===== src/rtl/datetime_set_fsm_pkg.sv =====
// Shared types and clamp rules for the date/time setting controller.
// All functions are pure combinational helpers; no state lives here.
package dt_set_pkg;

    localparam int YEAR_W  = 7;
    localparam int MONTH_W = 4;
    localparam int DAY_W   = 5;
    localparam int HOUR_W  = 5;
    localparam int MIN_W   = 6;
    localparam int SEC_W   = 6;

    typedef enum logic [2:0] {
        ST_IDLE    = 3'd0,
        ST_YEAR    = 3'd1,
        ST_MONTH   = 3'd2,
        ST_DAY     = 3'd3,
        ST_HOUR    = 3'd4,
        ST_MIN     = 3'd5,
        ST_SEC     = 3'd6,
        ST_CONFIRM = 3'd7
    } state_e;

    typedef struct packed {
        logic [YEAR_W-1:0]  year;
        logic [MONTH_W-1:0] month;
        logic [DAY_W-1:0]   day;
        logic [HOUR_W-1:0]  hour;
        logic [MIN_W-1:0]   min;
        logic [SEC_W-1:0]   sec;
    } dt_t;

    // Year 0 means 2000, so the reset date falls in a leap year.
    localparam dt_t DT_RESET = '{year: 7'd0, month: 4'd1, day: 5'd1,
                                 hour: 5'd0, min: 6'd0, sec: 6'd0};

    function automatic logic [4:0] days_in_month(input logic [3:0] month,
                                                 input logic [6:0] year,
                                                 input logic       year_en);
        logic [4:0] d;
        case (month)
            4'd4, 4'd6, 4'd9, 4'd11: d = 5'd30;
            4'd2:    d = (year_en && (year[1:0] == 2'b00)) ? 5'd29 : 5'd28;
            default: d = 5'd31;
        endcase
        return d;
    endfunction

    function automatic logic [6:0] clamp_year(input logic [6:0] v);
        return (v > 7'd99) ? 7'd99 : v;
    endfunction

    function automatic logic [3:0] clamp_month(input logic [6:0] v);
        if (v == 7'd0) return 4'd1;
        if (v > 7'd12) return 4'd12;
        return v[3:0];
    endfunction

    function automatic logic [4:0] clamp_day(input logic [6:0] v,
                                             input logic [3:0] month,
                                             input logic [6:0] year,
                                             input logic       year_en);
        logic [4:0] dim;
        dim = days_in_month(month, year, year_en);
        if (v == 7'd0) return 5'd1;
        if (v > {2'b00, dim}) return dim;
        return v[4:0];
    endfunction

    function automatic logic [4:0] clamp_hour(input logic [6:0] v);
        return (v > 7'd23) ? 5'd23 : v[4:0];
    endfunction

    function automatic logic [5:0] clamp_min_sec(input logic [6:0] v);
        return (v > 7'd59) ? 6'd59 : v[5:0];
    endfunction

endpackage


===== src/rtl/datetime_set_fsm_if.sv =====
// Button/switch inputs, live-time seed, preview and committed-time bundle.
// master = driver of buttons and live time; slave = the setting controller.
interface datetime_set_fsm_if #(
    parameter int SW_W = 7
);
    logic            start;
    logic            ent;
    logic            ret;
    logic            bstep;
    logic            inhibit;
    logic [SW_W-1:0] sw;
    logic [6:0]      cur_year;
    logic [3:0]      cur_month;
    logic [4:0]      cur_day;
    logic [4:0]      cur_hour;
    logic [5:0]      cur_min;
    logic [5:0]      cur_sec;

    logic            active;
    logic [2:0]      field;
    logic [6:0]      prv_year;
    logic [3:0]      prv_month;
    logic [4:0]      prv_day;
    logic [4:0]      prv_hour;
    logic [5:0]      prv_min;
    logic [5:0]      prv_sec;
    logic            blink;
    logic            set_done;
    logic [6:0]      out_year;
    logic [3:0]      out_month;
    logic [4:0]      out_day;
    logic [4:0]      out_hour;
    logic [5:0]      out_min;
    logic [5:0]      out_sec;

    modport master (
        output start, ent, ret, bstep, inhibit, sw,
               cur_year, cur_month, cur_day, cur_hour, cur_min, cur_sec,
        input  active, field, blink, set_done,
               prv_year, prv_month, prv_day, prv_hour, prv_min, prv_sec,
               out_year, out_month, out_day, out_hour, out_min, out_sec
    );

    modport slave (
        input  start, ent, ret, bstep, inhibit, sw,
               cur_year, cur_month, cur_day, cur_hour, cur_min, cur_sec,
        output active, field, blink, set_done,
               prv_year, prv_month, prv_day, prv_hour, prv_min, prv_sec,
               out_year, out_month, out_day, out_hour, out_min, out_sec
    );
endinterface


===== src/rtl/datetime_set_fsm_clamp.sv =====
// Clamps the switch value to the legal range of the field being edited.
// Purely combinational; one copy feeds both the preview and the ent write path.
module dt_clamp
    import dt_set_pkg::*;
#(
    parameter bit YEAR_EN = 1'b1
) (
    input  state_e     field_i,
    input  logic [6:0] sw_i,
    input  logic [3:0] month_i,
    input  logic [6:0] year_i,
    output logic [6:0] val_o
);

    always_comb begin
        val_o = sw_i;
        case (field_i)
            ST_YEAR:        val_o = clamp_year(sw_i);
            ST_MONTH:       val_o = {3'b000, clamp_month(sw_i)};
            ST_DAY:         val_o = {2'b00, clamp_day(sw_i, month_i, year_i, YEAR_EN)};
            ST_HOUR:        val_o = {2'b00, clamp_hour(sw_i)};
            ST_MIN, ST_SEC: val_o = {1'b0, clamp_min_sec(sw_i)};
            default:        val_o = sw_i;
        endcase
    end

endmodule


===== src/rtl/datetime_set_fsm.sv =====
// Manual date/time setting controller: stages edits, commits on CONFIRM, aborts on ret/timeout.
// Commit and state changes take effect one clock after the button pulse; no backpressure.
module datetime_set_fsm
    import dt_set_pkg::*;
#(
    parameter int          SW_W        = 7,
    parameter bit          YEAR_EN     = 1'b1,
    parameter logic [31:0] TIMEOUT_CYC = 32'd3_000_000_000,
    parameter int          BLINK_BIT   = 25
) (
    input logic               clk,
    input logic               rst,
    datetime_set_fsm_if.slave bus
);

    localparam state_e FIRST_FIELD = YEAR_EN ? ST_YEAR : ST_MONTH;

    state_e             state_q, state_d;
    dt_t                stg_q, stg_d;
    dt_t                out_q, out_d;
    logic               set_done_q, set_done_d;
    logic [31:0]        tmo_q, tmo_d;
    logic [BLINK_BIT:0] blink_q;
    logic               tmo_hit;
    logic [6:0]         clamp_val;
    dt_t                cur_dt;
    dt_t                prv;

    assign cur_dt = {bus.cur_year, bus.cur_month, bus.cur_day,
                     bus.cur_hour, bus.cur_min, bus.cur_sec};

    // Only the low 7 switch bits are meaningful; every field fits in 0..99.
    dt_clamp #(.YEAR_EN(YEAR_EN)) u_clamp (
        .field_i (state_q),
        .sw_i    (bus.sw[6:0]),
        .month_i (stg_q.month),
        .year_i  (stg_q.year),
        .val_o   (clamp_val)
    );

    // Abort fires on the edge where the idle count would reach TIMEOUT_CYC.
    assign tmo_hit = (TIMEOUT_CYC != 32'd0) && (tmo_q >= (TIMEOUT_CYC - 32'd1));

    always_comb begin
        state_d    = state_q;
        stg_d      = stg_q;
        out_d      = out_q;
        set_done_d = 1'b0;
        tmo_d      = (tmo_q == 32'hFFFF_FFFF) ? tmo_q : (tmo_q + 32'd1);

        if (state_q == ST_IDLE) begin
            tmo_d = 32'd0;
            if (bus.start && !bus.inhibit) begin
                stg_d   = cur_dt;
                state_d = FIRST_FIELD;
            end
        end else if (bus.ret) begin
            state_d = ST_IDLE;
        end else if (bus.bstep) begin
            tmo_d = 32'd0;
            case (state_q)
                ST_MONTH:   state_d = FIRST_FIELD;
                ST_DAY:     state_d = ST_MONTH;
                ST_HOUR:    state_d = ST_DAY;
                ST_MIN:     state_d = ST_HOUR;
                ST_SEC:     state_d = ST_MIN;
                ST_CONFIRM: state_d = ST_SEC;
                default:    state_d = state_q;
            endcase
        end else if (bus.ent && !bus.inhibit) begin
            tmo_d = 32'd0;
            case (state_q)
                ST_YEAR:  begin stg_d.year  = clamp_val;      state_d = ST_MONTH;   end
                ST_MONTH: begin stg_d.month = clamp_val[3:0]; state_d = ST_DAY;     end
                ST_DAY:   begin stg_d.day   = clamp_val[4:0]; state_d = ST_HOUR;    end
                ST_HOUR:  begin stg_d.hour  = clamp_val[4:0]; state_d = ST_MIN;     end
                ST_MIN:   begin stg_d.min   = clamp_val[5:0]; state_d = ST_SEC;     end
                ST_SEC:   begin stg_d.sec   = clamp_val[5:0]; state_d = ST_CONFIRM; end
                ST_CONFIRM: begin
                    // Month/year may have been re-edited after the day via bstep.
                    out_d      = stg_q;
                    out_d.day  = clamp_day({2'b00, stg_q.day}, stg_q.month, stg_q.year, YEAR_EN);
                    set_done_d = 1'b1;
                    state_d    = ST_IDLE;
                end
                default: state_d = state_q;
            endcase
        end else if (tmo_hit) begin
            state_d = ST_IDLE;
        end
    end

    always_comb begin
        prv = stg_q;
        case (state_q)
            ST_IDLE:  prv       = out_q;
            ST_YEAR:  prv.year  = clamp_val;
            ST_MONTH: prv.month = clamp_val[3:0];
            ST_DAY:   prv.day   = clamp_val[4:0];
            ST_HOUR:  prv.hour  = clamp_val[4:0];
            ST_MIN:   prv.min   = clamp_val[5:0];
            ST_SEC:   prv.sec   = clamp_val[5:0];
            default:  prv       = stg_q;
        endcase
    end

    always_ff @(posedge clk) begin
        if (rst) begin
            state_q    <= ST_IDLE;
            stg_q      <= DT_RESET;
            out_q      <= DT_RESET;
            set_done_q <= 1'b0;
            tmo_q      <= 32'd0;
            blink_q    <= '0;
        end else begin
            state_q    <= state_d;
            stg_q      <= stg_d;
            out_q      <= out_d;
            set_done_q <= set_done_d;
            tmo_q      <= tmo_d;
            blink_q    <= blink_q + {{BLINK_BIT{1'b0}}, 1'b1};
        end
    end

    assign bus.active    = (state_q != ST_IDLE);
    assign bus.field     = state_q;
    assign bus.blink     = blink_q[BLINK_BIT] & (state_q != ST_IDLE);
    assign bus.set_done  = set_done_q;

    assign bus.prv_year  = prv.year;
    assign bus.prv_month = prv.month;
    assign bus.prv_day   = prv.day;
    assign bus.prv_hour  = prv.hour;
    assign bus.prv_min   = prv.min;
    assign bus.prv_sec   = prv.sec;

    assign bus.out_year  = out_q.year;
    assign bus.out_month = out_q.month;
    assign bus.out_day   = out_q.day;
    assign bus.out_hour  = out_q.hour;
    assign bus.out_min   = out_q.min;
    assign bus.out_sec   = out_q.sec;

endmodule

===== src/flat_wrapper.sv =====
// flat-port wrapper written by rule: the top's interface ports become plain ports
module datetime_set_fsm_flat import dt_set_pkg::*;
#(
    parameter int          SW_W        = 7,
    parameter bit          YEAR_EN     = 1'b1,
    parameter logic [31:0] TIMEOUT_CYC = 32'd3_000_000_000,
    parameter int          BLINK_BIT   = 25
)
  (clk, rst, bus_start, bus_ent, bus_ret, bus_bstep, bus_inhibit, bus_sw, bus_cur_year, bus_cur_month, bus_cur_day, bus_cur_hour, bus_cur_min, bus_cur_sec, bus_active, bus_field, bus_blink, bus_set_done, bus_prv_year, bus_prv_month, bus_prv_day, bus_prv_hour, bus_prv_min, bus_prv_sec, bus_out_year, bus_out_month, bus_out_day, bus_out_hour, bus_out_min, bus_out_sec);
  datetime_set_fsm_if #(.SW_W(SW_W)) bus_i ();
  input logic clk;
  input logic rst;
  input wire logic [$bits(bus_i.start)-1:0] bus_start;
  input wire logic [$bits(bus_i.ent)-1:0] bus_ent;
  input wire logic [$bits(bus_i.ret)-1:0] bus_ret;
  input wire logic [$bits(bus_i.bstep)-1:0] bus_bstep;
  input wire logic [$bits(bus_i.inhibit)-1:0] bus_inhibit;
  input wire logic [$bits(bus_i.sw)-1:0] bus_sw;
  input wire logic [$bits(bus_i.cur_year)-1:0] bus_cur_year;
  input wire logic [$bits(bus_i.cur_month)-1:0] bus_cur_month;
  input wire logic [$bits(bus_i.cur_day)-1:0] bus_cur_day;
  input wire logic [$bits(bus_i.cur_hour)-1:0] bus_cur_hour;
  input wire logic [$bits(bus_i.cur_min)-1:0] bus_cur_min;
  input wire logic [$bits(bus_i.cur_sec)-1:0] bus_cur_sec;
  output wire logic [$bits(bus_i.active)-1:0] bus_active;
  output wire logic [$bits(bus_i.field)-1:0] bus_field;
  output wire logic [$bits(bus_i.blink)-1:0] bus_blink;
  output wire logic [$bits(bus_i.set_done)-1:0] bus_set_done;
  output wire logic [$bits(bus_i.prv_year)-1:0] bus_prv_year;
  output wire logic [$bits(bus_i.prv_month)-1:0] bus_prv_month;
  output wire logic [$bits(bus_i.prv_day)-1:0] bus_prv_day;
  output wire logic [$bits(bus_i.prv_hour)-1:0] bus_prv_hour;
  output wire logic [$bits(bus_i.prv_min)-1:0] bus_prv_min;
  output wire logic [$bits(bus_i.prv_sec)-1:0] bus_prv_sec;
  output wire logic [$bits(bus_i.out_year)-1:0] bus_out_year;
  output wire logic [$bits(bus_i.out_month)-1:0] bus_out_month;
  output wire logic [$bits(bus_i.out_day)-1:0] bus_out_day;
  output wire logic [$bits(bus_i.out_hour)-1:0] bus_out_hour;
  output wire logic [$bits(bus_i.out_min)-1:0] bus_out_min;
  output wire logic [$bits(bus_i.out_sec)-1:0] bus_out_sec;
  assign bus_i.start = bus_start;
  assign bus_i.ent = bus_ent;
  assign bus_i.ret = bus_ret;
  assign bus_i.bstep = bus_bstep;
  assign bus_i.inhibit = bus_inhibit;
  assign bus_i.sw = bus_sw;
  assign bus_i.cur_year = bus_cur_year;
  assign bus_i.cur_month = bus_cur_month;
  assign bus_i.cur_day = bus_cur_day;
  assign bus_i.cur_hour = bus_cur_hour;
  assign bus_i.cur_min = bus_cur_min;
  assign bus_i.cur_sec = bus_cur_sec;
  assign bus_active = bus_i.active;
  assign bus_field = bus_i.field;
  assign bus_blink = bus_i.blink;
  assign bus_set_done = bus_i.set_done;
  assign bus_prv_year = bus_i.prv_year;
  assign bus_prv_month = bus_i.prv_month;
  assign bus_prv_day = bus_i.prv_day;
  assign bus_prv_hour = bus_i.prv_hour;
  assign bus_prv_min = bus_i.prv_min;
  assign bus_prv_sec = bus_i.prv_sec;
  assign bus_out_year = bus_i.out_year;
  assign bus_out_month = bus_i.out_month;
  assign bus_out_day = bus_i.out_day;
  assign bus_out_hour = bus_i.out_hour;
  assign bus_out_min = bus_i.out_min;
  assign bus_out_sec = bus_i.out_sec;
  datetime_set_fsm #(.SW_W(SW_W), .YEAR_EN(YEAR_EN), .TIMEOUT_CYC(TIMEOUT_CYC), .BLINK_BIT(BLINK_BIT)) u_core (.clk(clk), .rst(rst), .bus(bus_i));
endmodule

===== config.mk =====
export PLATFORM = sky130hd
export DESIGN_NAME = datetime_set_fsm_flat
export DESIGN_NICKNAME = d
export VERILOG_FILES = /design/src/rtl/datetime_set_fsm_pkg.sv /design/src/rtl/datetime_set_fsm_if.sv /design/src/rtl/datetime_set_fsm_clamp.sv /design/src/rtl/datetime_set_fsm.sv /design/src/flat_wrapper.sv
export SDC_FILE = /design/constraint.sdc
export NUM_CORES = 1
export LEC_CHECK = 0
export CAP_MARGIN = 5
export CORE_MARGIN = 2
export CORE_UTILIZATION = 35
export DETAILED_ROUTE_END_ITERATION = 10
export PLACE_DENSITY = 0.58
export SETUP_SLACK_MARGIN = 0.05
export SYNTH_ARGS = -nofsm -noshare
export SYNTH_HDL_FRONTEND = slang
export SYNTH_SLANG_ARGS = --single-unit

===== constraint.sdc =====
create_clock -name clk -period 2.7 [get_ports clk]
set_input_delay 0.27 -clock clk [delete_from_list [all_inputs] [get_ports clk]]
set_output_delay 0.27 -clock clk [all_outputs]
set_load 0.05 [all_outputs]

## Yosys cells after proc, flatten, opt, wreduce, memory -nomap -nowiden

Cells that the tools add are included.

- Eq/ne operators: 18
- Add/sub/neg operators: 2
- Shifts and indexed selects: 0
- Mux-type cells: 76
- Order comparisons: 7
- Reductions and logical operators: 28
- Div/mod/pow operators: 0
- Bitwise logic cells: 5
- Multipliers: 0

Operators by type and width:

| kind | number |
|---|---|
| two-way mux 33 bit | 5 |
| two-way mux 32 bit | 4 |
| two-way mux 5 bit | 17 |
| case mux 7 bit (5 select lines) | 1 |
| AND reduction 5 bit | 7 |
| adder 32 x 1 -> 32 bit (second input constant) | 1 |
| == test 32 bit (second input constant) | 1 |
| greater-or-equal comparator 32 bit (second input constant) | 1 |
| case mux 5 bit (2 select lines) | 3 |
| adder 26 x 1 -> 26 bit (second input constant) | 1 |
| two-way mux 1 bit | 24 |
| case mux 6 bit (2 select lines) | 2 |
| case mux 3 bit (7 select lines) | 1 |
| two-way mux 4 bit | 5 |
| two-way mux 3 bit | 6 |
| two-way mux 6 bit | 3 |
| case mux 3 bit (6 select lines) | 1 |
| two-way mux 7 bit | 2 |
| case mux 7 bit (2 select lines) | 1 |
| nonzero test 2 bit | 7 |
| == test 3 bit (second input constant) | 4 |
| != test 10 x 9 -> 1 bit (second input constant) | 1 |
| != test 9 x 2 -> 1 bit (second input constant) | 1 |
| == test 4 x 3 -> 1 bit (second input constant) | 2 |
| other kinds (27) | 35 |

- Input bits: 47
- Word-level logic and storage cells: 152
- Memories: 0
- Output and inout bits: 72
- RAM bits: 0
- Memory bits (read-only): 0
- Flip-flop bits (word level): 128
- Bits in latches: 0

## Depth between registers and ports, before layout

- Depth after elaboration: 18
- Depth in mapped cells: 10
- Depth with buffers taken out: 10

## Cells and area by module

Synthesis repeated with hierarchy kept, for this count alone.

- Cell total of the unflattened synthesis: 943
- Area total of the unflattened synthesis: 7113.1 um^2

Modules (own cells, without submodules):

| module | times used | sequential area each (um^2) | area an instance (um^2) | cells each |
|---|---|---|---|---|
| datetime_set_fsm | 1 | 2562.5 | 6513.7 | 846 |
| dt_clamp | 1 | 0.0 | 599.3 | 97 |

## Worst setup path after synthesis

No wires, ideal clock.

- Kind: register -> output
- Start: register u_core.state_q[0] (netlist: u_core.bus.field[0])
- End: output bus_prv_min[1]
- Arrival: 2991 ps
- Data required time: 2430 ps
- Path slack: -561 ps
- Cell stages (with the launch flop): 9
- Buffers on the path: 3
- Cell sequence: dfxtp_1 buf_2 or2_2 nor2_1 inv_1 buf_2 buf_1 o22ai_1 a21oi_1

- Longest elaborated chain between the ends: 4
- Elaborated cells between the ends (all ways): 10
- Those cells by class: 6 x eq/ne; 2 x mux; 2 x reduce/logical

RTL lines:

| item | RTL line | source |
|---|---|---|
| start, declared | datetime_set_fsm.sv:18 | `state_e state_q, state_d;` |
| start signal, assigned | datetime_set_fsm.sv:116 | `state_q <= state_d;` |
| == test 3 bit, on equally long branches | datetime_set_fsm_clamp.sv:17, datetime_set_fsm.sv:95 |  |
| OR reduction 2 bit | datetime_set_fsm_clamp.sv:17 | `case (field_i)` |
| case mux 7 bit (5 select lines) | datetime_set_fsm_clamp.sv:17 |  |
| case mux 6 bit (2 select lines) * | datetime_set_fsm.sv:95 | `case (state_q)` |
| end, declared | flat_wrapper.sv:33 | `output wire logic [$bits(bus_i.prv_min)-1:0] bus_prv_min;` |

Every way passes the cells marked *; elsewhere a longest branch is shown, timed or not.

## Final worst setup path

- Start: register u_core.stg_q[25] in the netlist's numbering
- End: output bus_prv_min[0]

- Longest elaborated chain between the ends: 12
- Elaborated cells between the ends (all ways): 17
- Those cells by class: 1 x order compare; 5 x eq/ne; 10 x mux; 1 x reduce/logical

RTL lines:

| item | RTL line | source |
|---|---|---|
| start, declared | datetime_set_fsm.sv:19 | `dt_t stg_q, stg_d;` |
| start signal, assigned | datetime_set_fsm.sv:117 | `stg_q <= stg_d;` |
| == test 4 x 3 -> 1 bit or == test 4 bit (tied branches) | datetime_set_fsm_pkg.sv:40 | `case (month)` |
| OR reduction 4 bit | datetime_set_fsm_pkg.sv:40 |  |
| case mux 5 bit (2 select lines) * | - |  |
| two-way mux 5 bit * | datetime_set_fsm_clamp.sv:17 |  |
| greater-than comparator 7 x 5 -> 1 bit | datetime_set_fsm_pkg.sv:65 | `if (v > {2'b00, dim}) return dim;` |
| two-way mux 1 bit (2 in a row) | datetime_set_fsm_pkg.sv:65 |  |
| two-way mux 1 bit | datetime_set_fsm_clamp.sv:17 |  |
| two-way mux 5 bit * | datetime_set_fsm_pkg.sv:66 | `return v[4:0];` |
| two-way mux 5 bit * | datetime_set_fsm_pkg.sv:65 |  |
| case mux 7 bit (5 select lines) * | datetime_set_fsm_clamp.sv:17 |  |
| case mux 6 bit (2 select lines) * | datetime_set_fsm.sv:95 |  |

Every way passes the cells marked *; elsewhere a longest branch is shown, timed or not. The select of a mux whose other input is x is not followed.

==> results.md <==
* Outcome: complete, but fails checks
* Failing checks: negative setup slack
* F_max at roughly 340 MHz
* P_leak at 3.51 nW
* Vias in the first global route at 6884
* First-pass GRT wire length at between 30000 and 40000 um
* Xor and xnor area share after synthesis at under 10%
* WL final at 24000 um
* Detail Route Antenna Nets at 0
* DR pass1 iterations at 6
* Synth Area per Inst at ~7.5 sq um
* Drt wl/cell at 17.7 um
* Hold_buf cts at 0
* Reg2Reg Launch Point: u_core.stg_q[25]$_SDFFE_PP0P_
* CP Launch Type: flop
* Initial Util at a little over a third
* Slew Limit Fails at 0
* Detailed placement HPWL at 17100 um
* Largest family of logic cells by synthesized area: simple AND/OR/NAND/NOR gates
* Worst R2R Setup Slack at 0.11 ns
* Aggregate global-route resource usage at 23.1%
* Clk sinks at approximately 130
* Post-Synth Adder-Cell Area at under 10%
* Ys Warns at 0
* RR Endpoint: u_core.bus.out_day[0]$_SDFFE_PP1P_
* Clock Skews at 0.00961 ns
* Die W at 144 um
* Fillers at between 1.5k and 2k
* Final hold slack at between 0.2 and 0.3 ns
* Yosys reg bits at roughly 130
* Die area at about 21000 sq um
* Synth cell types at 72
* Critical path endpoint category: primary output
* Clock buffer depth at 2
* Port Buffers at about 120
* Fin cells at about 1.4k
* Placed cells at 1315
* Crit path max fanout at 4
* Antenna Diode Count at 0
* Crit path kind: flop to primary output
* Row cnt at a little over 50
* Simple-gate share of the synthesized area at about 27%
* Syn Inst Count at 913
* CTS clk-pin slew, worst paths at roughly 0.060 ns
* Most numerous cell in the Yosys netlist: nand2_1
* Dpl ws at between 0.01 and 0.015 ns
* PD cells at ~520 nW/um^2
* Nets at around 1.1k
* Max-cap violations at 0
* Slew of the pin with the lowest slew margin at 0.953 ns
* IO Pins at between 100 and 150
* Setup slack after layout at -0.281 ns
* Slew margin rel. at between 30% and 40%
* Layout cells sized above 1 at 20.8%
* GPL Wtd Cong at between 0.9 and 1
* Leading post-synthesis cells by cell area: dfxtp_1, nand2_1, a21oi_1
* Hold Crit Start: rst
* Syn Nets at 966
* GR Overflow Total at 0
* Fraction of synthesized area in multiplexers at under 10%
* Arr. time, crit path at 2.71 ns
* Initial antenna violation count at 0
* EDFF count, synth at 0
* DR vias at between 7k and 8k
* WP data required at 2.43 ns
* Die height at between 100 and 150 um
* Mapped cell area at approximately 7000 sq um
* VDD IR max at about 470 uV
* Worst-Skew Late Latency at roughly 0.43 ns
* Register area share after synthesis at between 30 and 40%
* Synth Area in Compound Gates at between 20% and 30%
* RSZ-0062 raised after global routing: yes
* Yosys top cell area share at a little under two fifths
* DR iter-0 viols at slightly below 500
* Commonest cells in the netlist: nand2_1, dfxtp_1, nor2_1
* Syn-to-layout area delta at 43.0%
* Clock Tree Root: clkbuf_16
* Hold/Removal Path Class: primary input to flop
* Largest net degree at the start of global routing at 47
* Final-report setup violation count at 6
* Post-synth top area cell: dfxtp_1
* CTS tree: yes
* H-tree levels at 4
* DRC violations left at 0
* DR vias/cell at between 5 and 6
* Post-synthesis async set-or-reset flop share at 0%
* Final Critical Period at just under 3 ns
* Hold Path Depth at 4
* Core Region at between 15000 and 20000 sq um
* Most used DFF post-synth: dfxtp_1
* Fin crit share at 110%
* Final hold violations at 0
* Endpoint of the worst hold-timing path: u_core.stg_q[31]$_SDFFE_PP0P_
* R2R depth at 15
* CTS Buf Count at 17
-- layout by cell type, fill, tap and decap left out, types with 15 or more instances in the layout --
master and count:
a21oi_1 77, buf_12 16, buf_4 101, clkbuf_16 17
clkdlybuf4s50_1 78, dfxtp_1 121, inv_1 18, nand2_1 135
nand3_1 37, nor2_1 103, nor3_1 17, o21ai_0 41
o22ai_1 16, or3_1 15, xnor2_1 26, xor2_1 18
-- cell families after synthesis --
kind of cell / after synthesis
buffers and inverters: 81
AO/OA/AOI/OAI: 250
flip-flops: 128
XOR/XNOR: 44
AND/OR/NAND/NOR: 396
adder cells (fa/ha/maj): 7
multiplexers: 7
-- final cells by class --
| type | instances | area (sq um) | share of cell area (%) |
|---|---|---|---|
| multi-input combinational | 704 | 4180 | 42.8 |
| sequential | 128 | 2580 | 26.4 |
| timing repair buffer | 207 | 1990 | 20.4 |
| clock buffer | 17 | 425 | 4.35 |
| tap | 265 | 332 | 3.39 |
| clock inverter | 15 | 183 | 1.87 |
| inverter | 22 | 83.8 | 0.858 |
-- state kept, by name, summed over array words and instances, names as in the netlist --
name	cells
u_core.tmo_q	32
u_core.bus.out_hour	5
u_core.bus.out_day	5
u_core.bus.out_min	6
u_core.bus.out_month	4
u_core.stg_q	33
u_core.blink_q	26
u_core.bus.set_done	1
u_core.bus.field	3
u_core.bus.out_sec	6
u_core.bus.out_year	7
-- per-layer routing --
layer,track usage [%],vias up,part of all wire [%]
li1,-,3575,-
met1,29.2,3424,43
met2,36.8,238,46
met3,5.90,57,6.8
met4,11.2,0,3.6
met5,0,-,0
-- worst max path at each step --
| stage | cells past startpoint | start | endpoint | slack (ns) |
|---|---|---|---|---|
| finish | 14 | u_core.stg_q[25]$_SDFFE_PP0P_ | bus_prv_min[0] | -0.28 |
| global route | 12 | u_core.stg_q[25]$_SDFFE_PP0P_ | bus_prv_month[0] | -0.37 |
| CTS | 12 | u_core.stg_q[22]$_SDFFE_PP1P_ | bus_prv_month[0] | -0.26 |
| detailed placement | 9 | bus_sw[6] | bus_prv_min[0] | 0.01 |
| global placement | 10 | bus_sw[1] | bus_prv_month[1] | 0.04 |
| floorplan | 6 | u_core.bus.field[2]$_SDFFE_PP0P_ | bus_prv_sec[2] | 0.04 |
-- worst max-delay path, cell delays in order (launching register included) --
cell and delay, ns:
dfxtp_2 0.33, nor2_4 0.15, a21boi_2 0.19, a31oi_2 0.05
buf_4 0.14, buf_4 0.12, buf_4 0.12, buf_4 0.12
buf_4 0.12, buf_4 0.15, a31oi_1 0.19, buf_4 0.16
and4_4 0.24, nor3_4 0.04, buf_6 0.16
-- where the power goes --
part / internal [mW] / total (mW) / switching [mW] / leakage, nW
clock: 1.46 / 2.39 / 0.933 / 0.287
combinational: 0.298 / 0.719 / 0.420 / 2.19
sequential: 1.93 / 1.97 / 0.0459 / 1.04
total: 3.69 / 5.09 / 1.40 / 3.51
-- through the flow --
step / instance area, sq um / total power [mW] / setup TNS [ns] / util, %
2_1_floorplan: 6930 / 2.38 / 0 / -
3_3_place_gp: 8880 / 2.69 / 0 / 45.9
3_5_place_dp: 8880 / 2.69 / 0 / 45.9
4_1_cts: 9610 / 5.10 / -1.00 / 49.7
5_1_grt: 9770 / 5.26 / -1.94 / 50.5
6_report: 9770 / 5.09 / -1.39 / 50.5
-- repair_timing --
action                                  4_1_cts  5_1_grt
endpoints found under the setup margin       18       15
setup buffers                                 7        5
gates resized for setup                      29       27
pin swaps                                    10       15
endpoints found under the hold margin         0        0
cloned                                        0        0
No activity file was read; power rests on OpenSTA's default activity.
